--- config.mk ---
export PLATFORM = sky130hd
export DESIGN_NAME = apb_arbiter_2m
export DESIGN_NICKNAME = d
export VERILOG_FILES = /design/src/rtl/apb_arbiter_2m.sv
export SDC_FILE = /design/constraint.sdc
export NUM_CORES = 1
export LEC_CHECK = 0
export ABC_CLOCK_PERIOD_IN_PS = 2870
export BUFFER_PORTS_ARGS = -buffer_cell sky130_fd_sc_hd__buf_2
export CORE_MARGIN = 10
export CORE_UTILIZATION = 50
export CTS_BUF_LIST = sky130_fd_sc_hd__clkbuf_8
export CTS_CLUSTER_DIAMETER = 200
export DETAILED_ROUTE_END_ITERATION = 12
export PLACE_DENSITY = 0.8
export SLEW_MARGIN = 20
export SYNTH_ARGS = -nofsm -noshare
export SYNTH_HDL_FRONTEND = slang
export SYNTH_SLANG_ARGS = --single-unit
--- constraint.sdc ---
create_clock -name clk -period 2.87 [get_ports clk]
set_clock_uncertainty 0.2 [all_clocks]
set_input_delay 0.1435 -clock clk [delete_from_list [all_inputs] [get_ports clk]]
set_output_delay 0.1435 -clock clk [all_outputs]
set_load 0.01 [all_outputs]
--- src/rtl/apb_arbiter_2m.sv ---
// Two-master to one-slave APB arbiter with round-robin grant, transfer replay
// on the slave port, and timeout abort of hung slave accesses.
module apb_arbiter_2m #(
  parameter int unsigned PADDR_WL = 8,
  parameter int unsigned PDATA_WL = 8,
  parameter int unsigned TIMEOUT  = 15
) (
  input  logic                clk,
  input  logic                reset,
  input  logic                m0_psel,
  input  logic                m0_penable,
  input  logic                m0_pwrite,
  input  logic [PADDR_WL-1:0] m0_paddr,
  input  logic [PDATA_WL-1:0] m0_pwdata,
  output logic [PDATA_WL-1:0] m0_prdata,
  output logic                m0_pready,
  output logic                m0_pslverr,
  input  logic                m1_psel,
  input  logic                m1_penable,
  input  logic                m1_pwrite,
  input  logic [PADDR_WL-1:0] m1_paddr,
  input  logic [PDATA_WL-1:0] m1_pwdata,
  output logic [PDATA_WL-1:0] m1_prdata,
  output logic                m1_pready,
  output logic                m1_pslverr,
  output logic                s_psel,
  output logic                s_penable,
  output logic                s_pwrite,
  output logic [PADDR_WL-1:0] s_paddr,
  output logic [PDATA_WL-1:0] s_pwdata,
  input  logic [PDATA_WL-1:0] s_prdata,
  input  logic                s_pready,
  output logic                owner
);

  typedef enum logic [1:0] {
    IDLE   = 2'd0,
    SETUP  = 2'd1,
    ACCESS = 2'd2,
    RESP   = 2'd3
  } state_t;

  localparam logic [7:0] TO_LIMIT = 8'(TIMEOUT);

  state_t              state_q, state_d;
  logic                last_q, last_d;
  logic                owner_q, owner_d;
  logic                write_q, write_d;
  logic                err_q, err_d;
  logic [PADDR_WL-1:0] addr_q, addr_d;
  logic [PDATA_WL-1:0] wdata_q, wdata_d;
  logic [PDATA_WL-1:0] rdata_q, rdata_d;
  logic [7:0]          cnt_q, cnt_d;
  logic [7:0]          cnt_inc;
  logic                grant_m1;
  logic                bus_act;
  logic                resp_m0, resp_m1;

  // Grant is decided on psel alone; penable carries no extra information here.
  logic unused_penable;
  assign unused_penable = m0_penable ^ m1_penable;

  always_ff @(posedge clk) begin
    if (reset) begin
      state_q <= IDLE;
      last_q  <= 1'b1;
      owner_q <= 1'b0;
      write_q <= 1'b0;
      err_q   <= 1'b0;
      addr_q  <= '0;
      wdata_q <= '0;
      rdata_q <= '0;
      cnt_q   <= '0;
    end else begin
      state_q <= state_d;
      last_q  <= last_d;
      owner_q <= owner_d;
      write_q <= write_d;
      err_q   <= err_d;
      addr_q  <= addr_d;
      wdata_q <= wdata_d;
      rdata_q <= rdata_d;
      cnt_q   <= cnt_d;
    end
  end

  always_comb begin
    state_d  = state_q;
    last_d   = last_q;
    owner_d  = owner_q;
    write_d  = write_q;
    err_d    = err_q;
    addr_d   = addr_q;
    wdata_d  = wdata_q;
    rdata_d  = rdata_q;
    cnt_d    = cnt_q;
    cnt_inc  = (cnt_q == 8'hFF) ? cnt_q : cnt_q + 8'd1;
    grant_m1 = (m0_psel && m1_psel) ? ~last_q : m1_psel;
    case (state_q)
      IDLE: begin
        if (m0_psel || m1_psel) begin
          owner_d = grant_m1;
          addr_d  = grant_m1 ? m1_paddr  : m0_paddr;
          write_d = grant_m1 ? m1_pwrite : m0_pwrite;
          wdata_d = grant_m1 ? m1_pwdata : m0_pwdata;
          state_d = SETUP;
        end
      end
      SETUP: begin
        cnt_d   = '0;
        state_d = ACCESS;
      end
      ACCESS: begin
        if (s_pready) begin
          rdata_d = write_q ? '0 : s_prdata;
          err_d   = 1'b0;
          state_d = RESP;
        end else begin
          cnt_d = cnt_inc;
          if (cnt_inc >= TO_LIMIT) begin
            rdata_d = '0;
            err_d   = 1'b1;
            state_d = RESP;
          end
        end
      end
      RESP: begin
        last_d  = owner_q;
        state_d = IDLE;
      end
      default: state_d = IDLE;
    endcase
  end

  always_comb begin
    bus_act   = (state_q == SETUP) || (state_q == ACCESS);
    s_psel    = bus_act;
    s_penable = (state_q == ACCESS);
    s_pwrite  = bus_act ? write_q : 1'b0;
    s_paddr   = bus_act ? addr_q  : '0;
    s_pwdata  = bus_act ? wdata_q : '0;
    resp_m0   = (state_q == RESP) && !owner_q;
    resp_m1   = (state_q == RESP) &&  owner_q;
    m0_pready  = resp_m0;
    m0_pslverr = resp_m0 ? err_q   : 1'b0;
    m0_prdata  = resp_m0 ? rdata_q : '0;
    m1_pready  = resp_m1;
    m1_pslverr = resp_m1 ? err_q   : 1'b0;
    m1_prdata  = resp_m1 ? rdata_q : '0;
    owner      = owner_q;
  end

endmodule

Word level (Yosys, flattened, before mapping)
Cells that the tools add are included.
- register bits: 38
- output and inout port bits: 40
- reduce and logical (&&, ||, !) cells: 13
- bitwise gates (word level): 1
- $add $sub $neg: 1
- muxes and demuxes: 23
- order comparisons: 1
- equal/unequal tests: 7
- operators by type and width (cell ; number):
    8-bit 2-to-1 mux ; 11
    8-bit case mux with 2 select lines ; 1
    8-bit by 1-bit adder with 8-bit output (second input constant) ; 1
    8-bit == test (second input constant) ; 1
    8-bit by 4-bit >= comparator with 1-bit output (second input constant) ; 1
    2-bit case mux with 4 select lines ; 1
    2-bit AND reduction ; 4
    1-bit 2-to-1 mux ; 7
    2-bit 2-to-1 mux ; 3
    2-bit == test (second input constant) ; 2
    2-bit inequality test (second input constant) ; 2
    2-bit nonzero test ; 2
    1-bit logical AND ; 3
    3-bit by 1-bit inequality test with 1-bit output (second input constant) ; 1
    2-bit by 1-bit == test with 1-bit output (second input constant) ; 1
    2-bit zero test ; 1
    1-bit logical OR ; 2
    1-bit zero test ; 1
    1-bit NOT ; 1

Depth between registers and ports, before layout
Gate-level depths: netlist of run 1.
- depth in word-level cells: 6
- mapped depth: 9
- gate-level depth less buffers: 7

Worst setup path before layout of run 1
No wires, ideal clock.
- kind: register to register
- start point: register cnt_q[0]
- end point: register rdata_q[7]
- required time: 2.591 ns
- data arrival time: 1.794 ns
- setup slack: 0.797 ns
- library setup time: 0.079 ns
- stages on the path, launching flop included: 7
- path through: dfxtp_1 ha_1 and3_2 and2_2 a21oi_1 o41a_4 a211oi_2
- word-level cells in the longest chain between the ends: 5
- elaborated cells between the ends (all ways): 6
- ends and longest elaborated chain (item ; line ; text):
    start: declaration ; 53 ; logic [7:0] cnt_q, cnt_d;
    start signal: assignment ; 83 ; cnt_q <= cnt_d;
    8-bit by 1-bit adder with 8-bit output / 8-bit == test (equally long branches) ; 97 ; cnt_inc = (cnt_q == 8'hFF) ? cnt_q : cnt_q + 8'd1;
    8-bit 2-to-1 mux * ; 97 ;
    8-bit by 4-bit >= comparator with 1-bit output * ; 120 ; if (cnt_inc >= TO_LIMIT) begin
    2-bit nonzero test (no line) * ; - ;
    2-bit AND reduction (no line) * ; - ;
    end signal: assignment ; 82 ; rdata_q <= rdata_d;
    end: declaration ; 52 ; logic [PDATA_WL-1:0] rdata_q, rdata_d;
Every way passes the cells marked *; elsewhere a longest branch is shown, timed or not.
A chain may end at the register's enable or synchronous reset.

Worst setup path in the final report of run 1
- start point: register cnt_q[0]
- end point: register rdata_q[2]
The elaborated chain is that of the path after synthesis.

==> results of run 1 <==
flip-flops by register name (all words and copies together) (netlist names):
register / cells
err_q: 1
cnt_q: 8
wdata_q: 8
write_q: 1
addr_q: 8
last_q: 1
state_q: 2
rdata_q: 8
owner: 1
routing by layer:
| metal | share of wire | wire [um] | track usage | vias up |
|---|---|---|---|---|
| met1 | 0.42 | 2660 | 0.193 | 1004 |
| met2 | 0.46 | 2920 | 0.284 | 83 |
| li1 | - | - | - | 1123 |
| met3 | 0.11 | 674 | 0.0918 | 12 |
| met4 | 0.020 | 125 | 0.0704 | 0 |
| met5 | 0 | 0 | 0 | - |
area by class of cell:
cell class                 instances  area share
clock buffer                       6      0.0278
clock inverter                     2     0.00421
inverter                           5     0.00632
multi-input combinational        192       0.429
sequential                        38       0.256
tap                               50      0.0211
timing repair buffer             120       0.256
stage by stage:
| stage | hold slack [ps] | cell area, um2 | total power [mW] |
|---|---|---|---|
| after floorplan | 89.8 | 2170 | 1.29 |
| after global placement | 205 | 2580 | 1.52 |
| after detailed placement | 214 | 2580 | 1.55 |
| after CTS | 0.482 | 2970 | 1.98 |
| after global routing | 10.9 | 2970 | 2.13 |
| final | 7.42 | 2970 | 1.98 |
cell usage after synthesis, drive strengths merged (2+ instances only):
cell type / number / area share
nand2: 11 / 0.019
a211oi: 27 / 0.096
nor2b: 3 / 0.0086
ha: 6 / 0.035
a21oi: 18 / 0.041
and4: 2 / 0.0098
nor2: 26 / 0.045
nand3: 3 / 0.0069
clkbuf: 12 / 0.027
inv: 5 / 0.0086
dfxtp: 38 / 0.35
and2: 30 / 0.088
nor3: 6 / 0.014
a22oi: 2 / 0.0069
o21ai: 6 / 0.014
dlymetal6s2s: 3 / 0.017
buf: 4 / 0.013
o21a: 5 / 0.017
nand2b: 4 / 0.012
nand4: 3 / 0.0086
a31oi: 2 / 0.0058
mux2i: 18 / 0.083
and3: 11 / 0.033
kinds of logic (layout without fill, tap and decap cells):
family                     Yosys count  count (layout)  synth area share
AOI/OAI and AO/OA                   66              66             0.212
xor gates and xnor gates             1               1           0.00403
adders and majority gates            6               6            0.0346
buffers and inverters               24             133            0.0662
DFF                                 38              38             0.350
muxes                               18              18            0.0829
and+or+nand+nor                    101             101             0.250
worst reg2reg max path, cell delays in order (launching register included):
cell,delay [ps]
dfxtp_1,430
ha_1,280
and3_2,220
and2_2,190
a21oi_1,100
o41a_4,530
a211oi_1,240
path summary, 6_finish.rpt:
kind,from,to,slack (ps)
worst max-delay path,cnt_q[0]$_SDFFE_PP0P_,rdata_q[2]$_SDFFE_PP0P_,590
worst min register to register,err_q$_SDFFE_PP0P_,err_q$_SDFFE_PP0P_,290
worst max register to register,cnt_q[0]$_SDFFE_PP0P_,rdata_q[2]$_SDFFE_PP0P_,590
worst min-delay path,m1_paddr[4],addr_q[4]$_SDFFE_PP0P_,7
power groups by stage:
stage / registers, mW / clock network, mW / logic, mW
3_5_place_dp: 0.721 / 0 / 0.833
5_1_grt: 0.725 / 0.420 / 0.982
2_1_floorplan: 0.698 / 0 / 0.595
6_report: 0.712 / 0.388 / 0.879
4_1_cts: 0.709 / 0.395 / 0.875
3_3_place_gp: 0.714 / 0 / 0.809
layout by cell type (no fill, tap or decap), types with 5 or more instances in the layout:
cell type	instances
o21ai_0	6
dlygate4sd3_1	30
a211oi_1	26
clkbuf_8	6
ha_1	6
dfxtp_1	38
nor3_1	6
inv_1	5
a21oi_1	18
nand2_1	11
o21a_1	5
nor2_1	26
mux2i_1	18
and3_1	9
buf_2	86
and2_1	28
repair_timing:
action | 4_1_cts | 5_1_grt
endpoints found under the hold margin | 22 | 0
hold buffers | 30 | 0
gates resized for setup | 0 | 0
==> summary.md, run 1 <==
| Metric | Value |
|---|---|
| Status | finished clean |
| TritonCTS clock tree | yes |
| Post-route DRC | 0 |
| Post-synthesis sequential area ratio | 0.350 |
| Total Routed Length | 6.39 mm |
| Initial Utilization | 0.528 |
| Worst stage delay on the critical path | 530 ps |
| Mapped Nets | ~310 |
| Fin cells | 413 |
| Final ANT Viol Nets | 0 |
| Critical path buffer and inverter count | 0 |
| Layout area overhead | 36.8% |
| Via count | 2222 |
| Number of flops mapped to enable cells by yosys | 0 |
| Wire per inst | 15.5 um |
| Cells after Synth | 254 |
| Hold Vio Cnt, Final | 0 |
| Clock root cell | clkbuf_8 |
| Pint | 1.20 mW |
| FMAX | 0.439 GHz |
| Slew margin rel. | 0.532 |
| Final setup fails | 0 |
| Vias in the first global route | around 2300 |
| Max-Cap Viols | 0 |
| Reg2Reg Depth | 6 |
| Worst-skew pair later-pin latency | roughly 300 ps |
| Comb pwr share | 0.444 |
| Post-synthesis cell area | roughly 2200 um2 |
| Async S/R FF share, synth | 0 |
| Crit Path Max Fanout | 8 |
| Die Y | approximately 86 um |
| Number of distinct library cells after synthesis | 40 |
| Clock power frac | 0.196 |
| Syn avg cell area | around 8.6 um2 |
| Antenna fix cells | 0 |
| Largest net degree at the start of global routing | 40 |
| Period minus WS final | 2280 ps |
| HPWL after DPL | ~4.2 mm |
| Final net count | 417 |
| Setup TNS | 0 ps |
| WHS Path Cells | 3 |
| Number of setup buffers added after CTS | 0 |
| Synth Warn # | 0 |
| GR Overflow Total | 0 |
| Clock Pin Slew Worst Setup and Hold Paths | 80 ps |
| FP Rows | 23 |
| Crit share post-route | 0.793 |
| Dpl ws | 584 ps |
| Clock sinks | 38 |
| Critical-path cell with the highest stage delay | o41a_4 |
| Sequential power share | 0.360 |
| First-pass GRT wire length | approximately 11 mm |
| Fill count | approximately 300 |
| Post-Place Cells | 375 |
| Routability cong. | 0.876 |
| Tightest Hold Check Type | in2reg |
| Commonest register cell after synthesis | dfxtp_1 |
| Fraction of layout cells with a size suffix above 1 | 0.303 |
| GRT Overall Usage | 0.177 |
| H-tree depth | 2 |
| Crit path arrival time | 2280 ps |
| CTS max path bufs | 2 |
| Crit. path cell count | 6 |
| Unrepaired setup endpoints after global routing | false |
| Max VDD drop | 575 uV |
| Smallest setup slack after layout | 594 ps |
| Worst Path Required | around 2900 ps |
| Top Family by Delay on Critical Path | compound AO/OA/AOI/OAI gates |
| Startpoint types | flip-flop |
| Post-synthesis register bit count | 38 |
| Io pins | 89 |
| Num CTS Buffers | 5 |
| Worst path cell trace | ha_1 > and3_2 > and2_2 > a21oi_1 > o41a_4 > a211oi_1 |
| DR iter-0 viols | roughly 200 |
| Die width | 85.9 um |
| Die area | 7380 um2 |
| Worst-Margin Slew | 702 ps |
| Vias per cell | approximately 5.4 |
| Drt pass-1 iters | 4 |
| Slew Limit Fails | 0 |
| Util after Layout | 0.722 |
| Multi-input logic area | 1270 um2 |
| I/O Buffers | 86 |
| Initial antenna violation count | 0 |
| PwrDens | between 600 and 700 nW/um2 |
| CP Capture Type | flip-flop |
| Core area | just over 4000 um2 |
| Sw frac | 0.392 |
| Reg area | 761 um2 |
| P_sw | approximately 780 uW |
| Setup Crit Path Kind | reg2reg |
| Leakage power | 1.37 nW |
Note: power is estimated with default switching activity, not from simulation.
==> run 2: changes to the inputs <==
Settings changed: ABC_AREA set to 1, ABC_CLOCK_PERIOD_IN_PS 2870 to 2050, CORE_UTILIZATION 50 to 45, PLACE_DENSITY 0.8 to 0.75.
Clock period 2.87 ns to 2.05 ns, I/O delays scaled along.
==> run 2 against run 1 <==
Effect of this change: non-clock buffer count is 19 higher; final cell count is 33% higher; die area is 10% higher; register-to-register slack worse by 470 ps; critical path type is now reg2out; critical endpoint is now s_pwdata[1]; largest power group unchanged; highest routed layer unchanged.
==> summary.md, run 2 <==
| Metric | Value |
|---|---|
| Die area | 8120 um2 (+10%) |
| Final setup fails | 0 (unchanged) |
| Post-synth top area share | 0.344 (-0.00634) |
| Hold slack final | 27.5 ps (+20.1 ps) |
| Worst-skew pair later-pin latency | 290 ps (about the same) |
| Dpl ws | 16.4 ps (-567 ps) |
| CP dominant cell by count | inv_1 |
| Total Routed Length | 7.27 mm (+14%) |
| Vias per cell | 4.73 (-12%) |
| Post-route DRC | 0 (unchanged) |
| First-pass GRT wire length | 12.2 mm (+13%) |
| Io pins | 89 (unchanged) |
| Top cells by area, synth | dfxtp_1 (34%), nand2_1 (19%), inv_1 (7.6%), o21ai_0 (5.2%), a31oi_1 (4.8%) |
| Area leader, netlist | dfxtp_1 |
| Die Y | 90.1 um (+4.9%) |
| Max VDD drop | 512 uV (-11%) |
| Drt pass-1 iters | 4 (unchanged) |
| GRT Overall Usage | 0.175 (-0.00215) |
| Worst-Margin Slew | 500 ps (-202 ps) |
| Post-route total power | 3.00 mW (+51%) |
| Synth Warn # | 0 (unchanged) |
| PwrDens | 891 nW/um2 (+34%) |
| Tightest Hold Check Type | in2reg |
| GR Overflow Total | 0 (unchanged) |
| Core area | 4750 um2 (+16%) |
| Setup TNS | 0 ps (unchanged) |
| Final net count | 536 (+29%) |
| Routability cong. | 0.804 (-8.3%) |
| Met3 usage | 0.0765 (-0.0153) |
| Via count | 2600 (+17%) |
| CP Capture Type | primary output |
| Commonest non-fill, non-tap cell in the layout | nand2_1 |
| Die width | 90.1 um (+4.9%) |
| Largest net degree at the start of global routing | 35 (-13%) |
| Async S/R FF share, synth | 0 (unchanged) |
| Clock root cell | clkbuf_8 |
| Clock sinks | 38 (unchanged) |
| Top cells by count, synth | nand2_1 (112), inv_1 (45), dfxtp_1 (38), nor2_1 (27), o21ai_0 (23) |
| Layout area overhead | 52.0% |
| Hold Vio Cnt, Final | 0 (unchanged) |
| Number of distinct library cells after synthesis | 25 (-38%) |
| DR iter-0 viols | 169 (-18%) |
| Top Family by Delay on Critical Path | buffers and inverters |
| Slew Limit Fails | 0 (unchanged) |
| Syn avg cell area | 6.39 um2 (-25%) |
| Fraction of layout cells with a size suffix above 1 | 0.290 (-0.0126) |
| Critical path buffer and inverter count | 4 (+4) |
| Smallest setup slack after layout | 99.3 ps (-495 ps) |
| CTS max path bufs | 2 (unchanged) |
| Worst path cell trace | inv_1 > ha_1 > buf_12 > nand2_1 > inv_1 > buf_2 |
| Num CTS Buffers | 5 (unchanged) |
| Slew margin rel. | 0.665 (+0.133) |
| Crit Path Max Fanout | 14 (+6) |
| Post-synthesis register bit count | 38 (unchanged) |
| Clock Pin Slew Worst Setup and Hold Paths | 70 ps (about the same) |
| Most frequent cell after synthesis | nand2_1 |
| Post-synthesis cell area | 2210 um2 (+1.8%) |
| Cells after Synth | 346 (+36%) |
| Period minus WS final | 1950 ps |
| Final ANT Viol Nets | 0 (unchanged) |
| Unrepaired setup endpoints after global routing | true |
| Crit share post-route | 0.952 |
| M1 GR Usage | 0.206 (+0.0123) |
| Wire per inst | 13.2 um (-15%) |
| Post-synthesis sequential area ratio | 0.344 (-0.00634) |
| Worst stage delay on the critical path | 440 ps (-90 ps) |
| Leakage power | 1.76 nW (+28%) |
| Initial Utilization | 0.465 (-0.0626) |
| Commonest register cell after synthesis | dfxtp_1 |
| Mapped Nets | 401 (+30%) |
| Vias in the first global route | 2535 (+12%) |
| Worst Path Required | 1750 ps (-1120 ps) |
| I/O Buffers | 86 (unchanged) |
| Util after Layout | 0.707 (-0.0147) |
| Grt met2 use | 0.286 (+0.00174) |
| Most frequent cells in the layout | nand2_1 (111), buf_2 (86), inv_1 (47) |
| FP Rows | 25 (+8.7%) |
| Initial antenna violation count | 1 (+1) |
| Critical-path cell with the highest stage delay | ha_1 |
| Crit path arrival time | 1650 ps (-630 ps) |
| FMAX | 0.513 GHz |
| Startpoint types | flip-flop |
| Grt peak-use layer | met2 |
| H-tree depth | 2 (unchanged) |
| Setup Crit Path Kind | reg2out |
| TritonCTS clock tree | yes |
| HPWL after DPL | 4.64 mm (+10%) |
| Max-Cap Viols | 0 (unchanged) |
| Status | finished clean |
| Number of flops mapped to enable cells by yosys | 0 (unchanged) |
-- run 2: layout make-up --
type	instances	area, um2
Sequential cell	38	771
Timing Repair Buffer	139	951
Multi-Input combinational cell	248	1260
Tap cell	67	83.8
Antenna cell	1	2.50
Clock buffer	5	68.8
Fill cell	369	1390
Clock inverter	3	37.5
Inverter	49	189
-- run 2: final timing paths --
path	from	end	depth (start not counted)	slack [ps]
worst max register to register	cnt_q[1]$_SDFFE_PP0P_	rdata_q[5]$_SDFFE_PP0P_	13	120
worst max-delay path	state_q[0]$_SDFFE_PP0P_	s_pwdata[1]	6	100
worst min register to register	rdata_q[4]$_SDFFE_PP0P_	rdata_q[4]$_SDFFE_PP0P_	2	280
worst min-delay path	s_prdata[6]	rdata_q[6]$_SDFFE_PP0P_	4	30
-- run 2: timing repair --
item,CTS,global route
pin swaps,0,6
hold endpoints to repair,35,0
hold buffers,44,0
setup endpoints to repair,1,20
cloned,0,1
resized for setup,1,16
setup buffers,0,2
-- run 2: logic make-up after synthesis --
kind of cell / Yosys count / share of synthesized area
AO/OA/AOI/OAI: 55 / 0.139
flip-flops: 38 / 0.344
buffers and inverters: 61 / 0.108
XOR/XNOR: 2 / 0.00792
adder cells (fa/ha/maj): 6 / 0.0339
AND/OR/NAND/NOR: 184 / 0.368
-- run 2: worst register-to-register path, delay by kind of cell, from the launching register on --
family	cells	cell delay, ps
simple gates	11	990
fa+ha+maj	1	170
flops	1	370
buf+inv	1	140
-- run 2: power by group --
| group | internal, mW | switching [mW] | total [mW] |
|---|---|---|---|
| Combinational | 0.552 | 0.808 | 1.36 |
| Clock | 0.354 | 0.260 | 0.614 |
| Sequential | 0.915 | 0.108 | 1.02 |
-- run 2: stage by stage --
| step | cell area, um2 | std cells |
|---|---|---|
| floorplan | 2210 | 346 |
| global placement | 2740 | 494 |
| detailed placement | 2740 | 494 |
| CTS | 3290 | 546 |
| global route | 3360 | 550 |
| finish | 3360 | 550 |
-- run 2: routing by layer --
layer / vias up / wire length [um]
met3: 6 / 747
met1: 1121 / 3040
met2: 120 / 3410
met4: 0 / 76
li1: 1353 / -
met5: - / 0
==> run 3: changes to the inputs <==
Settings changed: ABC_CLOCK_PERIOD_IN_PS 2050 to 2280, CORE_UTILIZATION 45 to 50, CTS_CLUSTER_SIZE set to 25, PLACE_DENSITY 0.75 to 0.79.
Clock period 2.05 ns to 2.28 ns, I/O delays scaled along.
==> run 3 against run 2 <==
Effect of this change: the run now ends with setup timing left; worst setup slack got worse by 100 ps; largest power group unchanged; highest routed layer unchanged; largest cell class unchanged; global-route usage rose by 2.2 points; clock power fell by 22%; sequential power fell by 8%; routed wire length rose by 5.2%.
==> summary.md, run 3 (synthesized netlist as in run 2, its figures left out) <==
| Metric | Value |
|---|---|
| Leakage power | 1.74 nW (-1.3%) |
| Setup Crit Path Kind | reg2reg |
| Final setup fails | 1 (+1) |
| Die Y | 86.5 um (-4.0%) |
| Total Routed Length | 7.65 mm (+5.2%) |
| Critical path buffer and inverter count | 5 (+1) |
| Clock root cell | clkbuf_8 |
| Multi-input logic area | 1230 um2 (-2.6%) |
| Crit share post-route | 1.00 |
| Hold Vio Cnt, Final | 0 (unchanged) |
| Reg2Reg Depth | 8 (-5) |
| CTS max path bufs | 2 (unchanged) |
| Drt pass-1 iters | 4 (unchanged) |
| FP Rows | 24 (-4.0%) |
| Most frequent cells in the layout | nand2_1 (112), buf_2 (86), inv_1 (46) |
| Smallest setup slack after layout | -1.48 ps (-101 ps) |
| FMAX | 0.438 GHz |
| CP dominant cell by count | inv_1 |
| Tightest Hold Check Type | in2reg |
| Io pins | 89 (unchanged) |
| Fraction of layout cells with a size suffix above 1 | 0.281 (-0.00953) |
| Failing checks | setup timing |
| Clock Pin Slew Worst Setup and Hold Paths | 70 ps (about the same) |
| Post-route total power | 2.85 mW (-5.0%) |
| Hold slack final | 5.10 ps (-22.4 ps) |
| Commonest non-fill, non-tap cell in the layout | nand2_1 |
| Final net count | 531 (-0.93%) |
| H-tree depth | 2 (unchanged) |
| Die area | 7480 um2 (-7.8%) |
| Dpl ws | 205 ps (+188 ps) |
| Crit path arrival time | 2310 ps (+660 ps) |
| Fill count | 330 (-11%) |
| Status | finished, violations left |
| Worst stage delay on the critical path | 590 ps (+150 ps) |
| Reg area | 764 um2 (-0.81%) |
| GR Overflow Total | 0 (unchanged) |
| HPWL after DPL | 4.43 mm (-4.6%) |
| Util after Layout | 0.757 (+0.0499) |
| Startpoint types | flip-flop |
| GRT Overall Usage | 0.197 (+0.0219) |
| Antenna fix cells | 0 (-1) |
| Worst path cell trace | inv_1 > ha_1 > o21ai_0 > inv_1 > buf_4 > clkbuf_16 > a31oi_1 > dlygate4sd3_1 |
| Post-route DRC | 0 (unchanged) |
| CP Capture Type | flip-flop |
| Post-Place Cells | 477 (-3.4%) |
| Wire per inst | 14.5 um (+9.4%) |
| Layout area overhead | 48.0% |
| Worst-Margin Slew | 761 ps (+261 ps) |
| Vias in the first global route | 2670 (+5.3%) |
| Worst-skew pair later-pin latency | 290 ps (about the same) |
| Largest net degree at the start of global routing | 35 (unchanged) |
| Fin cells | 529 (-3.8%) |
| I/O Buffers | 86 (unchanged) |
| Slew Limit Fails | 0 (unchanged) |
| Die width | 86.5 um (-4.0%) |
| First-pass GRT wire length | 12.4 mm (+1.6%) |
| Crit. path cell count | 8 (+2) |
| Top Family by Delay on Critical Path | buffers and inverters |
| Worst Path Required | 2310 ps (+560 ps) |
| PwrDens | 870 nW/um2 (-2.4%) |
| Core area | 4320 um2 (-9.1%) |
| Final ANT Viol Nets | 0 (unchanged) |
| Initial antenna violation count | 0 (-1) |
| Crit Path Max Fanout | 17 (+3) |
| Slew margin rel. | 0.492 (-0.173) |
| Period minus WS final | 2280 ps |
| Initial Utilization | 0.512 (+0.0463) |
| DR iter-0 viols | 175 (+3.6%) |
| Max-Cap Viols | 0 (unchanged) |
| Num CTS Buffers | 5 (unchanged) |
| Via count | 2708 (+4.2%) |
| Critical-path cell with the highest stage delay | dlygate4sd3_1 |
| Clock sinks | 38 (unchanged) |
| WHS Path Cells | 5 (+1) |
| Vias per cell | 5.12 (+8.3%) |
| Routability cong. | 0.828 (+3.0%) |
| TritonCTS clock tree | yes |
| Max VDD drop | 751 uV (+47%) |
[run 3: cell types whose count changed in the layout (fill, tap and decap cells not counted), sizes merged, moves of 2 or more]
cell,before,now
clkbuf,5,7
dlygate4sd3,44,42
inv,49,47
buf,95,92
[run 3: final timing paths]
check,start,end,slack (ps)
worst min register to register,rdata_q[2]$_SDFFE_PP0P_,rdata_q[2]$_SDFFE_PP0P_,280
worst max register to register,state_q[0]$_SDFFE_PP0P_,write_q$_SDFFE_PP0P_,-1
worst min-delay path,s_prdata[4],rdata_q[4]$_SDFFE_PP0P_,5
worst max-delay path,state_q[0]$_SDFFE_PP0P_,write_q$_SDFFE_PP0P_,-1
[run 3: repair_timing]
action	CTS	global route
endpoints found under the hold margin	33	0
setup buffers	0	1
gates resized for setup	0	12
endpoints found under the setup margin	0	25
hold buffers	42	0
[run 3: worst reg2reg max path, stage by stage (launching register included)]
cell,delay [ps]
dfxtp_2,360
inv_1,80
ha_1,250
o21ai_0,130
inv_1,130
buf_4,160
clkbuf_16,170
a31oi_1,140
dlygate4sd3_1,590
[run 3: stage by stage]
step,setup TNS [ps],instance area (um2)
final,-1.48,3270
after global routing,-1360,3270
after global placement,0,2700
after floorplan,0,2210
after detailed placement,0,2700
after CTS,0,3210
[run 3: layout make-up]
class	instances	share of cell area
multi-input cells	247	0.375
clock buffers	6	0.0252
clock inverters	2	0.00267
well taps	52	0.0199
repair buffers	135	0.285
flip-flops and latches	38	0.233
inverters	49	0.0588
[run 3: power by group]
| part | internal (mW) | leakage [nW] | switching (mW) |
|---|---|---|---|
| Combinational | 0.622 | 1.37 | 0.805 |
| Clock | 0.240 | 0.0524 | 0.241 |
| Sequential | 0.827 | 0.313 | 0.112 |
| Total | 1.69 | 1.74 | 1.16 |
[run 3: per-layer routing]
layer | share of wire | GRT usage | routed length (um) | up-vias
met2 | 0.47 | 0.318 | 3600 | 144
met5 | 0 | 0 | 0 | -
met4 | 0.021 | 0.0751 | 163 | 0
met1 | 0.41 | 0.230 | 3110 | 1208
met3 | 0.10 | 0.0760 | 788 | 17
li1 | - | - | - | 1339
